[config.mk]
export PLATFORM = sky130hd
export DESIGN_NAME = axi_rd_stream
export DESIGN_NICKNAME = d
export VERILOG_FILES = /design/src/rtl/axi_rd_stream.sv
export SDC_FILE = /design/constraint.sdc
export NUM_CORES = 1
export LEC_CHECK = 0
export CELL_PAD_IN_SITES_DETAIL_PLACEMENT = 2
export CELL_PAD_IN_SITES_GLOBAL_PLACEMENT = 2
export CORE_AREA = 2 2 493 495
export CTS_CLUSTER_DIAMETER = 200
export DETAILED_ROUTE_END_ITERATION = 12
export DIE_AREA = 0 0 495 497
export PLACE_DENSITY = 0.41
export SYNTH_ARGS = -nofsm -noshare
export SYNTH_HDL_FRONTEND = slang
export SYNTH_SLANG_ARGS = --single-unit
[constraint.sdc]
create_clock -name clk -period 23.7 [get_ports clk]
set_input_delay 4.74 -clock clk [delete_from_list [all_inputs] [get_ports clk]]
set_output_delay 4.74 -clock clk [all_outputs]
set_load 0.01 [all_outputs]
[src/rtl/axi_rd_stream.sv]
// AXI4 read master that drains a fixed-stride ring buffer onto an AXI-Stream port.
// Single-beat reads, one outstanding; publishes rd_ptr so the writer can detect a full ring.
module axi_rd_stream #(
    parameter int unsigned DATA_WIDTH   = 512,
    parameter int unsigned KEEP_WIDTH   = DATA_WIDTH / 8,
    parameter int unsigned ADDR_WIDTH   = 34,
    parameter int unsigned ID_WIDTH     = 6,
    parameter int unsigned RING_ENTRIES = 32
) (
    input  logic                    clk,
    input  logic                    rst_n,
    input  logic                    enable,
    input  logic [ADDR_WIDTH-1:0]   axi_base_addr,
    input  logic                    axi_base_addr_valid,
    input  logic [31:0]             wr_ptr,
    output logic [31:0]             rd_ptr,
    output logic                    rd_err,
    output logic [ID_WIDTH-1:0]     m_axi_arid,
    output logic [ADDR_WIDTH-1:0]   m_axi_araddr,
    output logic [7:0]              m_axi_arlen,
    output logic [2:0]              m_axi_arsize,
    output logic [1:0]              m_axi_arburst,
    output logic                    m_axi_arlock,
    output logic [3:0]              m_axi_arcache,
    output logic [2:0]              m_axi_arprot,
    output logic                    m_axi_arvalid,
    input  logic                    m_axi_arready,
    input  logic [ID_WIDTH-1:0]     m_axi_rid,
    input  logic [DATA_WIDTH-1:0]   m_axi_rdata,
    input  logic [1:0]              m_axi_rresp,
    input  logic                    m_axi_rlast,
    input  logic                    m_axi_rvalid,
    output logic                    m_axi_rready,
    output logic [DATA_WIDTH-1:0]   m_axis_tdata,
    output logic [KEEP_WIDTH-1:0]   m_axis_tkeep,
    output logic                    m_axis_tlast,
    output logic                    m_axis_tvalid,
    input  logic                    m_axis_tready
);

    localparam int unsigned OFFSET_W = $clog2(KEEP_WIDTH);
    localparam logic [31:0] LAST_IDX = 32'(RING_ENTRIES - 1);

    localparam logic [1:0] ST_IDLE    = 2'd0;
    localparam logic [1:0] ST_RD_ADDR = 2'd1;
    localparam logic [1:0] ST_RD_DATA = 2'd2;

    logic [1:0]            state_q,     state_d;
    logic [31:0]           rd_ptr_q,    rd_ptr_d;
    logic [ADDR_WIDTH-1:0] base_q,      base_d;
    logic                  pend_q,      pend_d;
    logic [ADDR_WIDTH-1:0] pend_base_q, pend_base_d;
    logic [ID_WIDTH-1:0]   arid_q,      arid_d;
    logic [ADDR_WIDTH-1:0] araddr_q,    araddr_d;
    logic                  arvalid_q,   arvalid_d;
    logic                  last_flag_q, last_flag_d;
    logic [DATA_WIDTH-1:0] tdata_q,     tdata_d;
    logic                  tvalid_q,    tvalid_d;
    logic                  tlast_q,     tlast_d;
    logic                  rd_err_q,    rd_err_d;

    logic                  empty_c;
    logic [31:0]           rd_ptr_next_c;
    logic [ADDR_WIDTH-1:0] ar_addr_c;
    logic                  rready_c;
    logic                  r_hs_c;

    // rid/rlast carry no information with a single outstanding single-beat read
    logic unused_ok;
    assign unused_ok = ^{m_axi_rid, m_axi_rlast};

    assign empty_c       = (rd_ptr_q == wr_ptr);
    assign rd_ptr_next_c = (rd_ptr_q == LAST_IDX) ? 32'd0 : rd_ptr_q + 32'd1;
    assign ar_addr_c     = base_q + (ADDR_WIDTH'(rd_ptr_q) << OFFSET_W);
    assign rready_c      = (state_q == ST_RD_DATA) && (!tvalid_q || m_axis_tready);
    assign r_hs_c        = m_axi_rvalid && rready_c;

    // Next-state and datapath
    always_comb begin
        state_d     = state_q;
        rd_ptr_d    = rd_ptr_q;
        base_d      = base_q;
        pend_d      = pend_q;
        pend_base_d = pend_base_q;
        arid_d      = arid_q;
        araddr_d    = araddr_q;
        arvalid_d   = arvalid_q;
        last_flag_d = last_flag_q;
        tdata_d     = tdata_q;
        tvalid_d    = tvalid_q;
        tlast_d     = tlast_q;
        rd_err_d    = rd_err_q;

        if (m_axis_tready) begin
            tvalid_d = 1'b0;
        end

        // A base load arriving mid-transaction waits until the FSM is back in IDLE
        if (axi_base_addr_valid && (state_q != ST_IDLE)) begin
            pend_d      = 1'b1;
            pend_base_d = axi_base_addr;
        end

        case (state_q)
            ST_IDLE: begin
                if (axi_base_addr_valid) begin
                    base_d   = axi_base_addr;
                    rd_ptr_d = 32'd0;
                    pend_d   = 1'b0;
                end else if (pend_q) begin
                    base_d   = pend_base_q;
                    rd_ptr_d = 32'd0;
                    pend_d   = 1'b0;
                end else if (enable && !empty_c) begin
                    state_d     = ST_RD_ADDR;
                    arvalid_d   = 1'b1;
                    araddr_d    = ar_addr_c;
                    last_flag_d = (rd_ptr_next_c == wr_ptr);
                end
            end
            ST_RD_ADDR: begin
                if (m_axi_arready) begin
                    arvalid_d = 1'b0;
                    arid_d    = arid_q + ID_WIDTH'(1);
                    state_d   = ST_RD_DATA;
                end
            end
            ST_RD_DATA: begin
                if (r_hs_c) begin
                    tdata_d  = m_axi_rdata;
                    tvalid_d = 1'b1;
                    tlast_d  = last_flag_q;
                    rd_err_d = rd_err_q | (m_axi_rresp != 2'b00);
                    rd_ptr_d = rd_ptr_next_c;
                    state_d  = ST_IDLE;
                end
            end
            default: begin
                state_d = ST_IDLE;
            end
        endcase
    end

    always_ff @(posedge clk) begin
        if (!rst_n) begin
            state_q     <= ST_IDLE;
            rd_ptr_q    <= '0;
            base_q      <= '0;
            pend_q      <= 1'b0;
            pend_base_q <= '0;
            arid_q      <= '0;
            araddr_q    <= '0;
            arvalid_q   <= 1'b0;
            last_flag_q <= 1'b0;
            tvalid_q    <= 1'b0;
            tlast_q     <= 1'b0;
            rd_err_q    <= 1'b0;
        end else begin
            state_q     <= state_d;
            rd_ptr_q    <= rd_ptr_d;
            base_q      <= base_d;
            pend_q      <= pend_d;
            pend_base_q <= pend_base_d;
            arid_q      <= arid_d;
            araddr_q    <= araddr_d;
            arvalid_q   <= arvalid_d;
            last_flag_q <= last_flag_d;
            tvalid_q    <= tvalid_d;
            tlast_q     <= tlast_d;
            rd_err_q    <= rd_err_d;
        end
    end

    // Stream payload is qualified by tvalid, so it needs no reset
    always_ff @(posedge clk) begin
        tdata_q <= tdata_d;
    end

    assign rd_ptr        = rd_ptr_q;
    assign rd_err        = rd_err_q;
    assign m_axi_arid    = arid_q;
    assign m_axi_araddr  = araddr_q;
    assign m_axi_arlen   = 8'd0;
    assign m_axi_arsize  = 3'(OFFSET_W);
    assign m_axi_arburst = 2'b01;
    assign m_axi_arlock  = 1'b0;
    assign m_axi_arcache = 4'd0;
    assign m_axi_arprot  = 3'd0;
    assign m_axi_arvalid = arvalid_q;
    assign m_axi_rready  = rready_c;
    assign m_axis_tdata  = tdata_q;
    assign m_axis_tkeep  = '1;
    assign m_axis_tlast  = tlast_q;
    assign m_axis_tvalid = tvalid_q;

endmodule

==> key figures <==
Run status
  • Outcome: finished clean

Global route
  • Largest net degree at the start of global routing: 142
  • GRT Util Overall: 15.2%
  • Initial antenna violation count: 141
  • Vias in the first global route: 21000
  • GR Overflow Total: 0
  • First-pass GRT wire length: 241 mm

Setup path
  • Worst EP required: 18.96 ns
  • Crit path DAT: 6.05 ns
  • Worst setup EP type: output pin
  • CP Cell Sequence: clkdlybuf4s50_1 -> nand2b_1 -> and2_1 -> clkdlybuf4s50_1
  • Slowest-stage cell, CP: clkdlybuf4s50_1
  • Max incr delay on CP: 0.56 ns
  • CP Max Fanout: 3
  • Class of the most critical setup path: input port to output pin
  • CP most frequent cell: clkdlybuf4s50_1
  • Startpoint Class: input port

Synthesis
  • Yosys cell types: 72
  • Synth warnings: 0
  • Fraction of the yosys area taken by sequential cells: 74.2%
  • Seq cells post-synth: 660
  • Syn avg cell area: 14.6 sq um
  • Dominant synthesized flop cell: edfxtp_1
  • Top cell type's share of synthesized area: 62.2%
  • Async SR Flop Fraction: 0%
  • Cells taking the most area after synthesis: edfxtp_1, dfxtp_1, buf_4
  • Cell taking the most area after synthesis: edfxtp_1
  • Post-synth EDFFs: 512
  • Area of the mapped netlist: 24700 sq um
  • Mapped Cells: 1694

Detailed routing
  • DRC viols: 0
  • Drt initial violations: 1243
  • Post-route ant nets: 0
  • Routed via count: 20100
  • Via density: 3.24
  • DR pass1 iterations: 5
  • Drt total wl: 194 mm
  • DR WL/cell: 31.2 um

Pwr
  • P_leak: 14.3 nW
  • Sequential Power Share: 43.5%
  • Comb pwr share: 8.1%
  • Clk pwr share: 48.4%
  • Worst vdd ir: 50.1 uV
  • Cell area power density: 68.4 nW/um^2
  • Switching Fraction: 25.2%
  • Sw power: 745 uW
  • P_int: 2.21 mW

Final layout
  • Final layout net count: 3542
  • Most frequent cells in the layout: clkdlybuf4s50_1, edfxtp_1, dfxtp_1, nand2_1, nor2_1
  • Post-layout util: 18.0%
  • Layout cells sized above 1: 6.25%
  • Most common cell after layout, fill and taps aside: clkdlybuf4s50_1
  • Area Growth Syn to Fin: 74.8%

Clock tree
  • Root buffer cell: clkbuf_16
  • Max H-tree Level: 3
  • Sink Count: 660
  • Clock transition at path regs: 0.05 ns
  • # hold bufs at CTS: 0
  • TritonCTS Buffers: 97
  • Postcts setup bufs: 0
  • Clock buffer depth: 3
  • CTS tree: yes
  • Clock Latency Late Sink: 0.75 ns
  • Cts repair resizes: 0

Floorplan
  • DIE AREA: 246000 sq um
  • Starting Density: 10.3%
  • Cell Rows: 180
  • Die W: 495 um
  • Chip Height: 497 um
  • Ports: 1268
  • Core area: 240000 sq um

Timing
  • Final min period: 10.79 ns
  • Setup TNS: 0 ns
  • Endpoints failing setup: 0
  • Max-slew violations: 0
  • Fin Clk Skew: 0.0787 ns
  • Final Hold Vio Count: 0
  • Fmax achieved: 92.7 MHz
  • Crit share post-route: 45.5%
  • Unrepaired setup endpoints after global routing: no
  • Pin slew with the least headroom to its limit: 1.34 ns
  • Max-Slew Margin vs Limit: 9.83%

Job
  • MaxCap Viol Count: 0

Place
  • Gpl congestion: 0.859
  • # port buffers: 1175
  • HPWL after detailed placement: 160 mm

Worst hold path
  • Worst Hold Class: flip-flop to flip-flop
-- power by group through the flow --
stage               combinational (mW)  sequential, mW  clock (mW)
floorplan                       0.0703            1.32           0
global placement                 0.243            1.31           0
detailed placement               0.244            1.31           0
CTS                              0.247            1.28        1.50
global route                     0.256            1.29        1.53
finish                           0.239            1.28        1.43
-- worst paths after layout --
kind | slack [ns] | to | depth (start not counted) | start
hold / removal | 0.45 | rd_err$_SDFFE_PN0P_ | 2 | rd_err$_SDFFE_PN0P_
setup / recovery | 12.91 | m_axi_rready | 4 | m_axis_tready
setup reg to reg | 19.60 | rd_err$_SDFFE_PN0P_ | 9 | state_q[1]$_SDFFE_PN0P_
hold reg to reg | 0.45 | rd_err$_SDFFE_PN0P_ | 2 | rd_err$_SDFFE_PN0P_
-- state kept, by name, indices dropped and copies added, names as in the netlist --
| register | flops |
|---|---|
| base_q | 34 |
| last_flag_q | 1 |
| m_axi_araddr | 34 |
| m_axi_arid | 6 |
| m_axi_arvalid | 1 |
| m_axis_tdata | 512 |
| m_axis_tlast | 1 |
| m_axis_tvalid | 1 |
| pend_base_q | 34 |
| pend_q | 1 |
| rd_err | 1 |
| rd_ptr | 32 |
| state_q | 2 |
-- final cells by class --
type / count / area [sq um]
tap: 3185 / 3990
multi-input combinational: 938 / 5670
clock buffer: 132 / 2650
inverter: 19 / 81.3
antenna: 37 / 92.6
clock inverter: 40 / 384
timing repair buffer: 1202 / 12000
fill: 26900 / 197000
sequential: 660 / 18300
-- through the flow --
step / std cells / power [mW] / setup WS (ns) / hold WS, ns / area, sq um
after floorplan: 1777 / 1.39 / 2.76 / 0.432 / 25000
after global placement: 6004 / 1.55 / 12.91 / 0.441 / 40000
after detailed placement: 6004 / 1.55 / 12.88 / 0.447 / 40000
after CTS: 6176 / 3.03 / 12.88 / 0.453 / 43100
after global routing: 6183 / 3.07 / 12.86 / 0.472 / 43100
final: 6213 / 2.95 / 12.91 / 0.451 / 43200
-- cell families (layout without fill, tap and decap cells) --
logic type,Yosys count,after routing,synth area share (%)
simple gates,436,436,8.64
mux,55,55,2.24
flops,660,660,74.2
fa+ha+maj,31,31,1.59
buf+inv,179,1393,4.15
xor+xnor,73,73,2.59
compound gates,258,258,6.54
other cells,2,122,0.0304
-- Yosys cell counts (9+ instances only) --
library cell	instances
dfxtp_1	148
o21ai_0	41
nand2b_1	10
buf_2	10
nand4_1	20
nand3_1	26
nor3_1	25
a21o_1	10
ha_1	29
buf_4	87
nor2_1	129
a21oi_1	97
a211oi_1	41
xnor2_1	27
a31oi_1	9
edfxtp_1	512
xor2_1	46
inv_1	17
nand2_1	135
nor4_1	23
clkbuf_1	57
mux2i_1	53
-- layer usage --
layer  track usage, %  wire length, um
met1             16.0            70300
met2             27.3            99200
met3             6.21            17700
met4             4.71             5970
met5                0              698
-- worst max-delay path, delay by kind of cell --
| kind | cells | cell delay, ns |
|---|---|---|
| buffers and inverters | 2 | 1.02 |
| AND/OR/NAND/NOR | 2 | 0.28 |
(Power assumes the default switching activity.)
==> variant 1, RTL diff (config.mk and constraints unchanged) <==
Set the parameter `ADDR_WIDTH` to 17 (it was 34).
--- a/src/rtl/axi_rd_stream.sv
+++ b/src/rtl/axi_rd_stream.sv
@@ -3,7 +3,7 @@
 module axi_rd_stream #(
     parameter int unsigned DATA_WIDTH   = 512,
     parameter int unsigned KEEP_WIDTH   = DATA_WIDTH / 8,
-    parameter int unsigned ADDR_WIDTH   = 34,
+    parameter int unsigned ADDR_WIDTH   = 17,
     parameter int unsigned ID_WIDTH     = 6,
     parameter int unsigned RING_ENTRIES = 32
 ) (
Ports: changed (resized axi_base_addr and m_axi_araddr); port bits go from 1268 to 1234. The function was not compared with the original's and may differ.
==> variant 1 against the unedited design <==
Wire length decreased by 19%. Area after synthesis decreased by 12%. Power decreased by 8.1%. Final area decreased by 8.0%. Cell count decreased by 6.4%. Sequential power decreased by 7%. Sequential cell count decreased by 51. Worst setup slack got worse by 0.19 ns. Combinational power decreased by 16%. Core utilization decreased by 1.4 points. Count of clock-buffer cells in the layout decreased by 20. Synthesized cell count decreased by 21%.
==> variant 1: results (changes against the unedited design) <==
| Metric | Value |
|---|---|
| Status | complete, no violations (unchanged) |
| Mapped Avg Cell Area | 16.3 sq um (was 14.6 sq um) |
| Commonest cells in the netlist | edfxtp_1, dfxtp_1, nor2_1 (was edfxtp_1, dfxtp_1, nand2_1) |
| TritonCTS buffer count | 88 (was 97) |
| Xor and xnor area share after synthesis | 2.65% (was 2.59%) |
| Antenna violations before repair | 88 (was 141) |
| First-pass GRT wire length | 199000 um (was 241000 um) |
| Switching pwr | 0.000661 W (was 0.000745 W) |
| Latest clock arrival within the worst-skew pair | 0.72 ns (was 0.75 ns) |
| Detailed-router iteration count before antenna repair | 4 (was 5) |
| Initial detailed-routing violation count | 959 (was 1243) |
| Hold wc startpoint | pend_base_q[1] (was rd_err) |
| Cts repair resizes | 0 (unchanged) |
| Mux cell area share after synthesis | 1.61% (was 2.24%) |
| Max reg flops | 512 (unchanged) |
| Post-Layout Cell Count | 5814 (was 6213) |
| Total track usage | 12.4% (was 15.2%) |
| Vias in the first global route | 17.7k (was 21.0k) |
| GPL Wtd Cong | 0.858 (was 0.859) |
| Final hold slack | 0.456 ns (was 0.451 ns) |
| Root buf cell | clkbuf_16 (unchanged) |
| Clk slew on worst S/H paths | 0.05 ns (about the same) |
| H-tree Lvls | 3 (unchanged) |
| Synth top area cells | edfxtp_1, dfxtp_1, buf_4 (unchanged) |
| Synth Area in Adders | 0.779% (was 1.59%) |
| R2R Path Start | rd_ptr[1] (was state_q[1]) |
| Post-synth cell types | 66 (was 72) |
| CP Launch Point | m_axis_tready (unchanged) |
| R2r setup slk | 20.00 ns (was 19.60 ns) |
| Largest net degree at the start of global routing | 86 (was 142) |
| Least-Margin Pin Slew | 1.19 ns (was 1.34 ns) |
| Fraction of layout cells with a size suffix above 1 | 6.37% (was 6.25%) |
| Maximum vdd drop | 0.0000477 V (was 0.0000501 V) |
| Post-synthesis compound-gate area fraction | 4.15% (was 6.54%) |
| Skew final | 0.0408 ns (was 0.0787 ns) |
| Final WL | 158000 um (was 194000 um) |
| Crit Path Max Fanout | 3 (unchanged) |
| Nets | 3129 (was 3542) |
| Clock Tree Buf Depth | 3 (unchanged) |
| Postcts setup bufs | 0 (unchanged) |
| Port Buffers | 1141 (was 1175) |
| Number of vias per cell | 2.93 (was 3.24) |
| Number of synthesized flops with an enable pin | 512 (unchanged) |
| Seq/Total Area, Yosys | 79.3% (was 74.2%) |
| Crit path arrival time | 6.24 ns (was 6.05 ns) |
| Detailed Place HPWL | 129000 um (was 160000 um) |
| Dpl cells | 5634 (was 6004) |
| Pleak | 12.8 nW (was 14.3 nW) |
==> variant 1: cell count changes after synthesis, moves of 19 or more <==
cell,unedited run,this run
dfxtp_1,148,97
a211oi_1,41,20
clkbuf_1,57,38
a21oi_1,97,57
mux2i_1,53,34
nand2_1,135,85
nor2_1,129,94
==> variant 1: cell type report <==
class | count | area (sq um)
Inverter | 14 | 61.3
Sequential cell | 609 | 17300
Fill cell | 27000 | 200000
Clock buffer | 112 | 2330
Tap cell | 3185 | 3990
Clock inverter | 47 | 483
Multi-Input combinational cell | 662 | 3880
Antenna cell | 21 | 52.6
Timing Repair Buffer | 1164 | 11600
==> variant 1: cells by family (layout without fill, tap and decap cells) <==
logic type / count (synthesis) / after routing
flops: 609 / 609
mux: 35 / 35
xor+xnor: 66 / 66
fa+ha+maj: 13 / 13
buf+inv: 154 / 1337
other cells: 2 / 106
simple gates: 313 / 313
compound gates: 150 / 150
==> variant 1: routing by layer <==
metal | up-vias | wire length, um | track usage, %
met2 | 779 | 80800 | 22.2
met5 | - | 407 | 0
met1 | 8743 | 59000 | 13.5
met3 | 208 | 13500 | 4.58
met4 | 64 | 3940 | 3.27
li1 | 7263 | - | -
==> variant 1: final timing paths <==
path                    end  cells past startpoint
max            m_axi_rready                      4
min          pend_base_q[1]                      2
min reg2reg  pend_base_q[1]                      2
max reg2reg     last_flag_q                      9
==> variant 1: per-stage QoR <==
step                      power [W]  utilization, %  cell area [sq um]  setup slack, ns
after CTS                   0.00279            16.5              39600            12.60
after global routing        0.00283            16.5              39700            12.63
after detailed placement    0.00141            15.3              36800            12.60
after floorplan             0.00128               -              22100             1.74
after global placement      0.00141            15.3              36800            12.63
final                       0.00271            16.5              39700            12.72
==> variant 1: critical path: stages <==
cell and delay (ns):
clkdlybuf4s50_1 0.46, nand2b_1 0.16, and2_1 0.18, clkdlybuf4s50_1 0.70
==> variant 1: power by group through the flow <==
stage	clock network, W	registers, W	logic (W)
floorplan	0	0.00123	0.0000510
global placement	0	0.00121	0.000201
detailed placement	0	0.00121	0.000203
CTS	0.00140	0.00119	0.000206
global route	0.00142	0.00119	0.000214
finish	0.00132	0.00119	0.000200
==> variant 2, RTL diff (same settings) <==
Made on the original files. Take the reset off `araddr_q` and load it in a clocked block of its own.
--- a/src/rtl/axi_rd_stream.sv
+++ b/src/rtl/axi_rd_stream.sv
@@ -149,7 +149,6 @@
             pend_q      <= 1'b0;
             pend_base_q <= '0;
             arid_q      <= '0;
-            araddr_q    <= '0;
             arvalid_q   <= 1'b0;
             last_flag_q <= 1'b0;
             tvalid_q    <= 1'b0;
@@ -162,13 +161,16 @@
             pend_q      <= pend_d;
             pend_base_q <= pend_base_d;
             arid_q      <= arid_d;
-            araddr_q    <= araddr_d;
             arvalid_q   <= arvalid_d;
             last_flag_q <= last_flag_d;
             tvalid_q    <= tvalid_d;
             tlast_q     <= tlast_d;
             rd_err_q    <= rd_err_d;
         end
+    end
+
+    always_ff @(posedge clk) begin
+        araddr_q <= araddr_d;
     end
 
     // Stream payload is qualified by tvalid, so it needs no reset
Check against the original RTL: not settled (the Yosys comparison gave no result); the edit may change what the design does.
==> variant 2 against the unedited design <==
Die area unchanged. Register-to-register slack got worse by 0.28 ns. Clock skew decreased by 0.015 ns. First-iteration DRC count increased by 5.5%. Final area decreased by 0.26%. Global-route usage decreased by 1.1 points. Power increased by 0.61%. Area after synthesis decreased by 0.81%. Wire length decreased by 7.0%. Worst setup slack improved by 0.068 ns. Sequential share of layout area increased by 0.90 points. Synthesized cell count decreased by 6.4%. Sequential cell count unchanged.
==> variant 2: results (changes against the unedited design) <==
| Metric | Value |
|---|---|
| Total track usage | 14.1% (was 15.2%) |
| Mux cell area share after synthesis | 1.48% (was 2.24%) |
| Pwr per Cell Area | 69.0 nW/um^2 (was 68.4 nW/um^2) |
| TritonCTS buffer count | 93 (was 97) |
| Skew final | 0.0635 ns (was 0.0787 ns) |
| GPL Wtd Cong | 0.872 (was 0.859) |
| Commonest cells in the netlist | edfxtp_1, nand2_1, dfxtp_1 (was edfxtp_1, dfxtp_1, nand2_1) |
| Least-Margin Pin Slew | 1.12 ns (was 1.34 ns) |
| R2R depth | 6 (was 9) |
| Vias in the first global route | 20.0k (was 21.0k) |
| Met2 WL post-DR | 90600 um (was 99200 um) |
| Pleak | 14.6 nW (was 14.3 nW) |
| Worst Hold Endpoint | m_axi_araddr[2] (was rd_err) |
| Worst R2R End | m_axis_tdata[2] (was rd_err) |
| M1 GR Usage | 15.4% (was 16.0%) |
| Status | complete, no violations (unchanged) |
| Antenna violations before repair | 120 (was 141) |
| M1 WL | 66400 um (was 70300 um) |
| Met3 WL post-DR | 18100 um (was 17700 um) |
| Synth top area cells | edfxtp_1, dfxtp_1, buf_4 (unchanged) |
| First-pass GRT wire length | 226000 um (was 241000 um) |
| R2r setup slk | 19.32 ns (was 19.60 ns) |
| Fraction of layout cells with a size suffix above 1 | 6.21% (was 6.25%) |
| Nets | 3447 (was 3542) |
| Seq/Total Area, Yosys | 76.2% (was 74.2%) |
| Post-synthesis compound-gate area fraction | 6.18% (was 6.54%) |
| Met2 usage | 24.9% (was 27.3%) |
| Latest clock arrival within the worst-skew pair | 0.77 ns (was 0.75 ns) |
| Routed vias | 19.3k (was 20.1k) |
| Sw Share | 24.5% (was 25.2%) |
| Hold wc startpoint | base_q[2] (was rd_err) |
| Crit path arrival time | 5.98 ns (was 6.05 ns) |
| Xor and xnor area share after synthesis | 3.13% (was 2.59%) |
| Critical Path Max Stage Delay | 0.53 ns (was 0.56 ns) |
| Detailed Place HPWL | 147000 um (was 160000 um) |
| Largest net degree at the start of global routing | 81 (was 142) |
| Met3 GRT Util | 6.16% (was 6.21%) |
| Initial detailed-routing violation count | 1311 (was 1243) |
| Synth Area in Adders | 1.56% (was 1.59%) |
[variant 2: final cells by class]
cell class,count,area (sq um)
Timing Repair Buffer,1206,12000
Clock inverter,52,603
Tap cell,3185,3990
Clock buffer,118,2470
Multi-Input combinational cell,848,5220
Inverter,14,60.1
Fill cell,26900,197000
Antenna cell,21,52.6
Sequential cell,660,18700
[variant 2: worst reg2reg max path, delay by kind of cell (launching register included)]
family | cells | cell delay, ns
buffers and inverters | 4 | 2.89
and+or+nand+nor | 2 | 0.59
DFF | 1 | 0.50
[variant 2: metrics by stage]
step / setup slack [ns] / instances / hold slack [ns] / instance area (sq um) / utilization, %
after CTS: 12.97 / 6083 / 0.417 / 43000 / 17.9
after detailed placement: 12.98 / 5913 / 0.423 / 39900 / 16.6
after floorplan: 3.45 / 1668 / 0.409 / 24800 / -
after global routing: 12.93 / 6084 / 0.441 / 43000 / 17.9
final: 12.98 / 6104 / 0.424 / 43100 / 17.9
after global placement: 12.98 / 5913 / 0.419 / 39900 / 16.6
